[config.mk]
export PLATFORM = sky130hd
export DESIGN_NAME = i2s_transmitter
export DESIGN_NICKNAME = d
export VERILOG_FILES = /design/src/rtl/audio_pkg.sv /design/src/rtl/i2s_bck_gen.sv /design/src/rtl/i2s_transmitter.sv
export SDC_FILE = /design/constraint.sdc
export NUM_CORES = 1
export LEC_CHECK = 0
export CORE_ASPECT_RATIO = 1.75
export CORE_MARGIN = 2
export CORE_UTILIZATION = 52
export CTS_BUF_LIST = sky130_fd_sc_hd__clkbuf_16
export DETAILED_ROUTE_END_ITERATION = 12
export GPL_TIMING_DRIVEN = 0
export PLACE_DENSITY = 0.8
export SLEW_MARGIN = 10
export SYNTH_ARGS = -nofsm -noshare
export SYNTH_HDL_FRONTEND = slang
export SYNTH_SLANG_ARGS = --single-unit
[constraint.sdc]
create_clock -name clk -period 4 [get_ports clk]
set_input_delay 0.8 -clock clk [delete_from_list [all_inputs] [get_ports clk]]
set_output_delay 0.8 -clock clk [all_outputs]
set_load 0.02 [all_outputs]
[src/rtl/audio_pkg.sv]
// audio_pkg: shared audio sample/frame geometry and I2S word-select slot encodings
package audio_pkg;
    localparam int SAMPLE_W   = 16;
    localparam int FRAME_BITS = 64;
    typedef enum logic {WS_LEFT = 1'b0, WS_RIGHT = 1'b1} ws_slot_e;
endpackage

[src/rtl/i2s_bck_gen.sv]
// i2s_bck_gen: bit-clock prescaler producing bck and a one-cycle falling-edge enable
module i2s_bck_gen #(
    parameter int BCLK_DIV = 4
) (
    input  logic clk,
    input  logic reset_n,
    output logic bck,
    output logic fall_en
);
    logic [7:0] cnt;
    logic       tick;
    // tick marks the last prescaler count; a tick while bck is high is the falling edge
    always_comb begin
        tick    = cnt == 8'(BCLK_DIV - 1);
        fall_en = tick && bck;
    end
    // prescaler wraps on tick, and bck toggles on that same cycle
    always_ff @(posedge clk or negedge reset_n) begin
        if (!reset_n) begin
            cnt <= '0;
            bck <= 1'b0;
        end else begin
            cnt <= tick ? '0 : cnt + 8'd1;
            bck <= bck ^ tick;
        end
    end
endmodule

[src/rtl/i2s_transmitter.sv]
// i2s_transmitter: Philips I2S serialiser for a 16-bit stereo pair in a 64-bit frame
module i2s_transmitter
    import audio_pkg::*;
#(
    parameter int BCLK_DIV = 4
) (
    input  logic                clk,
    input  logic                reset_n,
    input  logic [SAMPLE_W-1:0] left,
    input  logic [SAMPLE_W-1:0] right,
    output logic                i2s_bck,
    output logic                i2s_ws,
    output logic                i2s_data,
    output logic                sample_strobe
);
    localparam int BW = $clog2(FRAME_BITS);
    localparam int PW = BW - 1;
    localparam int SW = $clog2(SAMPLE_W);
    logic                fall_en;
    logic [BW-1:0]       bit_cnt;
    logic [BW-1:0]       nxt_cnt;
    logic [PW-1:0]       pos;
    logic [SW-1:0]       idx;
    logic                nxt_data;
    logic                wrap;
    logic [SAMPLE_W-1:0] left_sh;
    logic [SAMPLE_W-1:0] right_sh;

    i2s_bck_gen #(.BCLK_DIV(BCLK_DIV)) u_bck (
        .clk     (clk),
        .reset_n (reset_n),
        .bck     (i2s_bck),
        .fall_en (fall_en)
    );

    // the bit being entered is bit_cnt+1, so with the one-bit delay its sample index follows bit_cnt's slot position
    always_comb begin
        nxt_cnt  = bit_cnt + BW'(1);
        wrap     = bit_cnt == '1;
        pos      = bit_cnt[PW-1:0];
        idx      = SW'(SAMPLE_W - 1) - pos[SW-1:0];
        nxt_data = pos < PW'(SAMPLE_W) ? (bit_cnt[BW-1] ? right_sh[idx] : left_sh[idx]) : 1'b0;
    end
    // frame state advances on bck falling edges; inputs are latched only at the frame wrap
    always_ff @(posedge clk or negedge reset_n) begin
        if (!reset_n) begin
            bit_cnt       <= '1;
            i2s_ws        <= WS_RIGHT;
            i2s_data      <= 1'b0;
            sample_strobe <= 1'b0;
            left_sh       <= '0;
            right_sh      <= '0;
        end else begin
            sample_strobe <= fall_en && wrap;
            if (fall_en) begin
                bit_cnt  <= nxt_cnt;
                i2s_ws   <= nxt_cnt[BW-1] ? WS_RIGHT : WS_LEFT;
                i2s_data <= nxt_data;
                if (wrap) begin
                    left_sh  <= left;
                    right_sh <= right;
                end
            end
        end
    end
endmodule

==> impl_metrics.csv, run 1 <==
group,metric,value,unit
run_status,status,"finished clean",
clock_network,cts_root_buf,"clkbuf_16",
power,leakage,0.00135,uW
clock_network,clock_sinks,49,
final_layout,drive_gt1_share,32.7,%
clock_network,cts-htree-levels,2,
final_layout,syn2layout_area_growth,25.8,%
clock_network,ctsHoldBuffers,0,
clock_network,clock_latency,0.28,ns
clock_network,numCtsBuffers,5,
final_layout,instances_no_fill,248,
clock_network,tritoncts,"yes",
global_route,track_usage,19.7,%
power,p_switching,178,uW
power,peakVddDrop,0.286,mV
placement,port_buffers,37,
clock_network,cts_setup_buffers,0,
worst_setup_path,r2r-end,"left_sh[3]$_DFFE_PN0P_",
route,ant_nets,0,
timing,grt_setup_unrepaired,"no",
route,routed_wirelength,4200,um
power,combPwrFrac,4.7,%
clock_network,clockBufferDepth,2,
final_layout,multiInputGateArea,933,um^2
logic_synthesis,synth_warnings,0,
final_layout,post-route-util,68.5,%
final_layout,diodes,0,
clock_network,path_clk_slew,0.06,ns
global_route,grt_pass1_wl,6990,um
floorplan,rows,31,
final_layout,final_common_cell,"dfrtp_1",
route,wl_per_cell,16.9,um
worst_setup_path,rr_worst_depth,9,
placement,hpwlAfterDp,3150,um
route,vias_per_cell,5.53,
timing,timing.final.max_slew_violations,0,
power,seq_power_share,53.4,%
power,swShare,19.2,%
timing,hold_viol_final,0,
final_layout,nets,235,
run,drv_cap,0,
route,drtIter0Drc,12,
floorplan,top_level_ports,38,
floorplan,die_area,4910,um^2
placement,place_congestion,0.747,
logic_synthesis,syn_nets,190,
worst_setup_path,endpoint_kind,"flip-flop",
final_layout,final-seq-area,1230,um^2
timing,relSlewSlack,71.3,%
power,power_density,327,nW/um^2
worst_setup_path,cp_data_required_time,4.17,ns
logic_synthesis,synth.avg_cell_area,14.8,um^2
worst_setup_path,crit_end,"left_sh[3]$_DFFE_PN0P_",
worst_setup_path,rrSetupSlack,0.88,ns
logic_synthesis,synth_top_area_cell,"dfrtp_1",
floorplan,core_region_area,4150,um^2
timing,tightest_slew,0.427,ns
worst_setup_path,critPathLaunch,"u_bck.cnt[0]$_DFF_PN0_",
floorplan,die_y,91.2,um
timing,setup_viol,0,
global_route,grt_pass1_vias,1521,
logic_synthesis,synth_top_area_share,47.6,%
route,drc,0,
worst_setup_path,crit_type,"flip-flop to flip-flop",
clock_network,cts_resized,0,
final_layout,final_cell_mix,"43 x dfrtp_1, 36 x mux2_2, 36 x clkdlybuf4s50_1",
timing,finalSetupTns,0,ns
floorplan,die_w,53.8,um
logic_synthesis,postSynthCellCount,153,
logic_synthesis,yosysSeqAreaShare,54.6,%
timing,layout_min_cycle_time,3.12,ns
global_route,grt_antenna_before_repair,0,
worst_setup_path,critPathMaxFanout,10,
logic_synthesis,syn_area,2260,um^2
power,pwr-share-clk,41.9,%
power,p_int,750,uW
global_route,grt_max_degree,33,
placement,dp.cells,240,
global_route,overflow,0,
timing,fin_skew,0.00475,ns
worst_hold_path,hold_class,"primary input to asynchronous set/reset pin",
floorplan,initial_core_util,54.4,%
logic_synthesis,synth_area_leaders,"dfrtp_1 48%, mux2_2 18%, dfstp_2 7.0%, xnor2_1 3.1%, mux4_2 3.0%",
route,via_count,1371,
worst_setup_path,critPathLaunchType,"flip-flop",
timing,fmax,320,MHz
timing,timing.final.crit_share,78.1,%
power,total_power,928,uW
logic_synthesis,synth_seq_cells,49,
worst_setup_path,crit-reg2reg-launch,"u_bck.cnt[0]$_DFF_PN0_",
route,dr.pass1.iters,4,
worst_setup_path,cp.arrival,3.29,ns
final_layout,fill_cells,317,
logic_synthesis,synth_cell_types,34,
## worst min path at each step
stage                                    to  slack, ns
detailed placement   u_bck.cnt[0]$_DFF_PN0_       0.48
global placement     u_bck.cnt[7]$_DFF_PN0_       0.45
global route        left_sh[10]$_DFFE_PN0P_       0.49
floorplan            u_bck.cnt[7]$_DFF_PN0_       0.44
CTS                 right_sh[1]$_DFFE_PN0P_       0.47
finish               left_sh[8]$_DFFE_PN0P_       0.46
## power by group through the flow
stage | combinational (uW) | clock [uW] | sequential (uW)
after global routing | 47.1 | 413 | 496
after global placement | 40.5 | 0 | 505
final | 43.4 | 389 | 496
after CTS | 44.7 | 400 | 496
after detailed placement | 44.4 | 0 | 505
after floorplan | 0.264 | 0 | 505
## worst max-delay path: stages (launching register included)
cell      delay, ns
dfrtp_1        0.39
ha_1           0.22
or4b_2         0.61
nor4_2         0.34
ha_1           0.24
clkbuf_8       0.16
nand4_1        0.14
nor2_2         0.29
buf_4          0.26
mux2_2         0.36
## kinds of logic (layout without fill, tap and decap cells)
logic type                 count (synthesis)  in the layout  share of synthesized area [%]
DFF                                       49             49                           54.6
AOI/OAI and AO/OA                          5              5                           1.72
buffers and inverters                      9             55                           4.04
and+or+nand+nor                           29             29                           7.76
adders and majority gates                  3              3                           1.66
muxes                                     47             47                           25.9
xor gates and xnor gates                  11             11                           4.27
## Yosys cell counts, drive strengths merged
cell type  count
a2111oi        1
a311o          1
and3           2
buf            6
clkbuf         2
dfrtp         43
dfstp          6
ha             3
inv            1
mux2          36
mux2i          6
mux4           5
nand2          5
nand2b         2
nand3          3
nand4          3
nand4b         1
nor2           5
nor2b          2
nor3b          1
nor4           1
nor4bb         1
o21ai          1
o22ai          1
o32ai          1
or2            1
or2b           1
or4b           1
xnor2          8
xor2           3
## state kept, by name (all words and copies together) (netlist names)
signal	count
u_bck.cnt	8
i2s_ws	1
i2s_data	1
u_bck.bck	1
left_sh	16
bit_cnt	5
sample_strobe	1
right_sh	16
## per-stage QoR
stage	area, um^2	hold slack [ns]	setup WS (ns)
6_report	2840	0.456	0.877
5_1_grt	2840	0.488	0.641
4_1_cts	2840	0.466	0.844
3_5_place_dp	2710	0.480	0.857
3_3_place_gp	2690	0.453	0.921
2_1_floorplan	2260	0.438	1.23
## area by class of cell
type                            count  share of cell area (%)
Multi-Input combinational cell     95                    32.8
Clock inverter                      3                   0.396
Clock buffer                        5                    4.40
Tap cell                           49                    2.16
Inverter                            1                   0.132
Sequential cell                    49                    43.4
Buffer                              8                    3.08
Timing Repair Buffer               38                    13.6
## layer usage
layer  track usage, %  share of wire (%)
met5                0                  0
met3             4.11                3.1
met4             6.41                1.4
met1             22.3                 38
met2             34.9                 57
Note: power is estimated with default switching activity, not from simulation.
==> inputs of run 2 (changes only) <==
clock period = 3.1 ns   (was 4 ns; I/O delays follow)
==> run 2 against run 1 <==
Compared with the run above:
- clock skew is essentially flat
- total power rose by 29%
- first-iteration DRC count is the same
==> impl_metrics.csv, run 2 (synthesis results as in run 1) <==
group,metric,value,unit
final_layout,largestRegisters,"left_sh (16), right_sh (16), u_bck.cnt (8)",
floorplan,die_w,53.8,um
route,routed_wirelength,4250,um
floorplan,core_region_area,4150,um^2
timing,tightest_slew,0.439,ns
clock_network,numCtsBuffers,5,
clock_network,clock_sinks,49,
timing,fin_skew,0.00434,ns
final_layout,final-seq-area,1230,um^2
route,vias_per_cell,5.50,
global_route,grt_max_degree,33,
run_status,status,"finished clean",
worst_setup_path,rrSetupSlack,0.16,ns
power,leakage,0.00136,uW
route,wl_per_cell,16.9,um
route,dr.pass1.iters,4,
global_route,track_usage,19.8,%
final_layout,syn2layout_area_growth,27.4,%
floorplan,die_area,4910,um^2
final_layout,drive_gt1_share,33.7,%
timing,timing.final.max_slew_violations,0,
clock_network,path_clk_slew,0.06,ns
global_route,overflow,0,
timing,layout_min_cycle_time,2.94,ns
floorplan,die_y,91.2,um
timing,relSlewSlack,70.7,%
power,total_power,1200,uW
worst_setup_path,cp_data_required_time,3.27,ns
run,drv_cap,0,
worst_setup_path,critPathMaxFanout,10,
route,via_count,1380,
floorplan,rows,31,
timing,setup_viol,0,
route,drtIter0Drc,12,
global_route,grt_antenna_before_repair,0,
worst_setup_path,rr_worst_depth,9,
worst_hold_path,hold_class,"primary input to asynchronous set/reset pin",
final_layout,nets,238,
floorplan,top_level_ports,38,
route,ant_nets,0,
power,power_density,416,nW/um^2
final_layout,multiInputGateArea,947,um^2
placement,hpwlAfterDp,3150,um
power,peakVddDrop,0.370,mV
floorplan,initial_core_util,54.4,%
clock_network,clockBufferDepth,2,
clock_network,tritoncts,"yes",
worst_setup_path,crit-reg2reg-launch,"u_bck.cnt[0]$_DFF_PN0_",
final_layout,fill_cells,313,
timing,hold_viol_final,0,
worst_setup_path,crit_type,"flip-flop to flip-flop",
timing,fmax,340,MHz
final_layout,final_cell_mix,"43 x dfrtp_1, 36 x mux2_2, 36 x clkdlybuf4s50_1",
worst_setup_path,cp.arrival,3.10,ns
placement,place_congestion,0.747,
final_layout,diodes,0,
worst_setup_path,endpoint_kind,"flip-flop",
worst_setup_path,critPathLaunchType,"flip-flop",
worst_setup_path,r2r-end,"left_sh[3]$_DFFE_PN0P_",
clock_network,cts-htree-levels,2,
clock_network,cts_root_buf,"clkbuf_16",
final_layout,post-route-util,69.3,%
clock_network,ctsHoldBuffers,0,
placement,port_buffers,37,
route,drc,0,
final_layout,final_common_cell,"dfrtp_1",
global_route,grt_pass1_vias,1535,
timing,grt_setup_unrepaired,"yes",
global_route,grt_pass1_wl,7030,um
timing,timing.final.crit_share,94.8,%
clock_network,clock_latency,0.28,ns
[run 2: cell types whose count changed in the layout (fill, tap and decap cells not counted), sizes merged]
cell | before | now
buf | 8 | 11
[run 2: worst max path at each step]
stage,from,cells past startpoint,endpoint
2_1_floorplan,u_bck.cnt[0]$_DFF_PN0_,9,left_sh[0]$_DFFE_PN0P_
3_3_place_gp,u_bck.cnt[0]$_DFF_PN0_,9,left_sh[5]$_DFFE_PN0P_
3_5_place_dp,u_bck.cnt[0]$_DFF_PN0_,9,left_sh[3]$_DFFE_PN0P_
4_1_cts,u_bck.cnt[0]$_DFF_PN0_,9,left_sh[3]$_DFFE_PN0P_
5_1_grt,u_bck.cnt[0]$_DFF_PN0_,9,left_sh[3]$_DFFE_PN0P_
6_report,u_bck.cnt[0]$_DFF_PN0_,9,left_sh[3]$_DFFE_PN0P_
[run 2: layout make-up]
type                       instances  share of cell area [%]
sequential                        49                    42.9
multi-input combinational         95                    32.9
clock inverter                     3                   0.391
timing repair buffer              41                    14.2
buffer                             8                    3.04
inverter                           1                   0.130
clock buffer                       5                    4.35
tap                               49                    2.13
[run 2: metal layers]
layer / share of wire (%) / GRT usage [%] / vias up
met5: 0 / 0 / -
met1: 38 / 22.1 / 704
met2: 58 / 35.5 / 24
met3: 3.1 / 4.11 / 6
li1: - / - / 646
met4: 1.4 / 6.41 / 0
[run 2: critical path, cell delays in order, from the launching register on]
cell and delay (ns):
dfrtp_1 0.39, ha_1 0.22, or4b_2 0.64, nor4_4 0.28, ha_1 0.21, clkbuf_8 0.16
nand4_1 0.17, nor2_4 0.18, buf_4 0.22, mux2_2 0.36
[run 2: what timing repair did]
action / CTS / global route
setup buffers: 0 / 3
setup endpoints to repair: 29 / 29
endpoints found under the hold margin: 0 / 0
resized for setup: 1 / 1
cloned: 0 / 0
pin swaps: 0 / 2
[run 2: power by group]
| part | leakage (uW) | internal (uW) | total, uW | switching [uW] |
|---|---|---|---|---|
| logic | 0.000631 | 38.0 | 55.9 | 17.9 |
| clock network | 0.0000738 | 290 | 502 | 212 |
| registers | 0.000659 | 640 | 640 | 0 |
| total | 0.00136 | 968 | 1200 | 230 |
[run 2: per-stage QoR]
step / hold WS, ns / setup WS, ns / TNS [ns] / area, um^2 / instances
finish: 0.278 / 0.161 / 0 / 2880 / 251
global route: 0.308 / -0.0386 / -0.489 / 2880 / 251
CTS: 0.286 / 0.0205 / 0 / 2850 / 248
detailed placement: 0.480 / -0.0431 / -0.601 / 2710 / 240
global placement: 0.453 / 0.0972 / 0 / 2690 / 239
floorplan: 0.324 / 0.327 / 0 / 2260 / 153
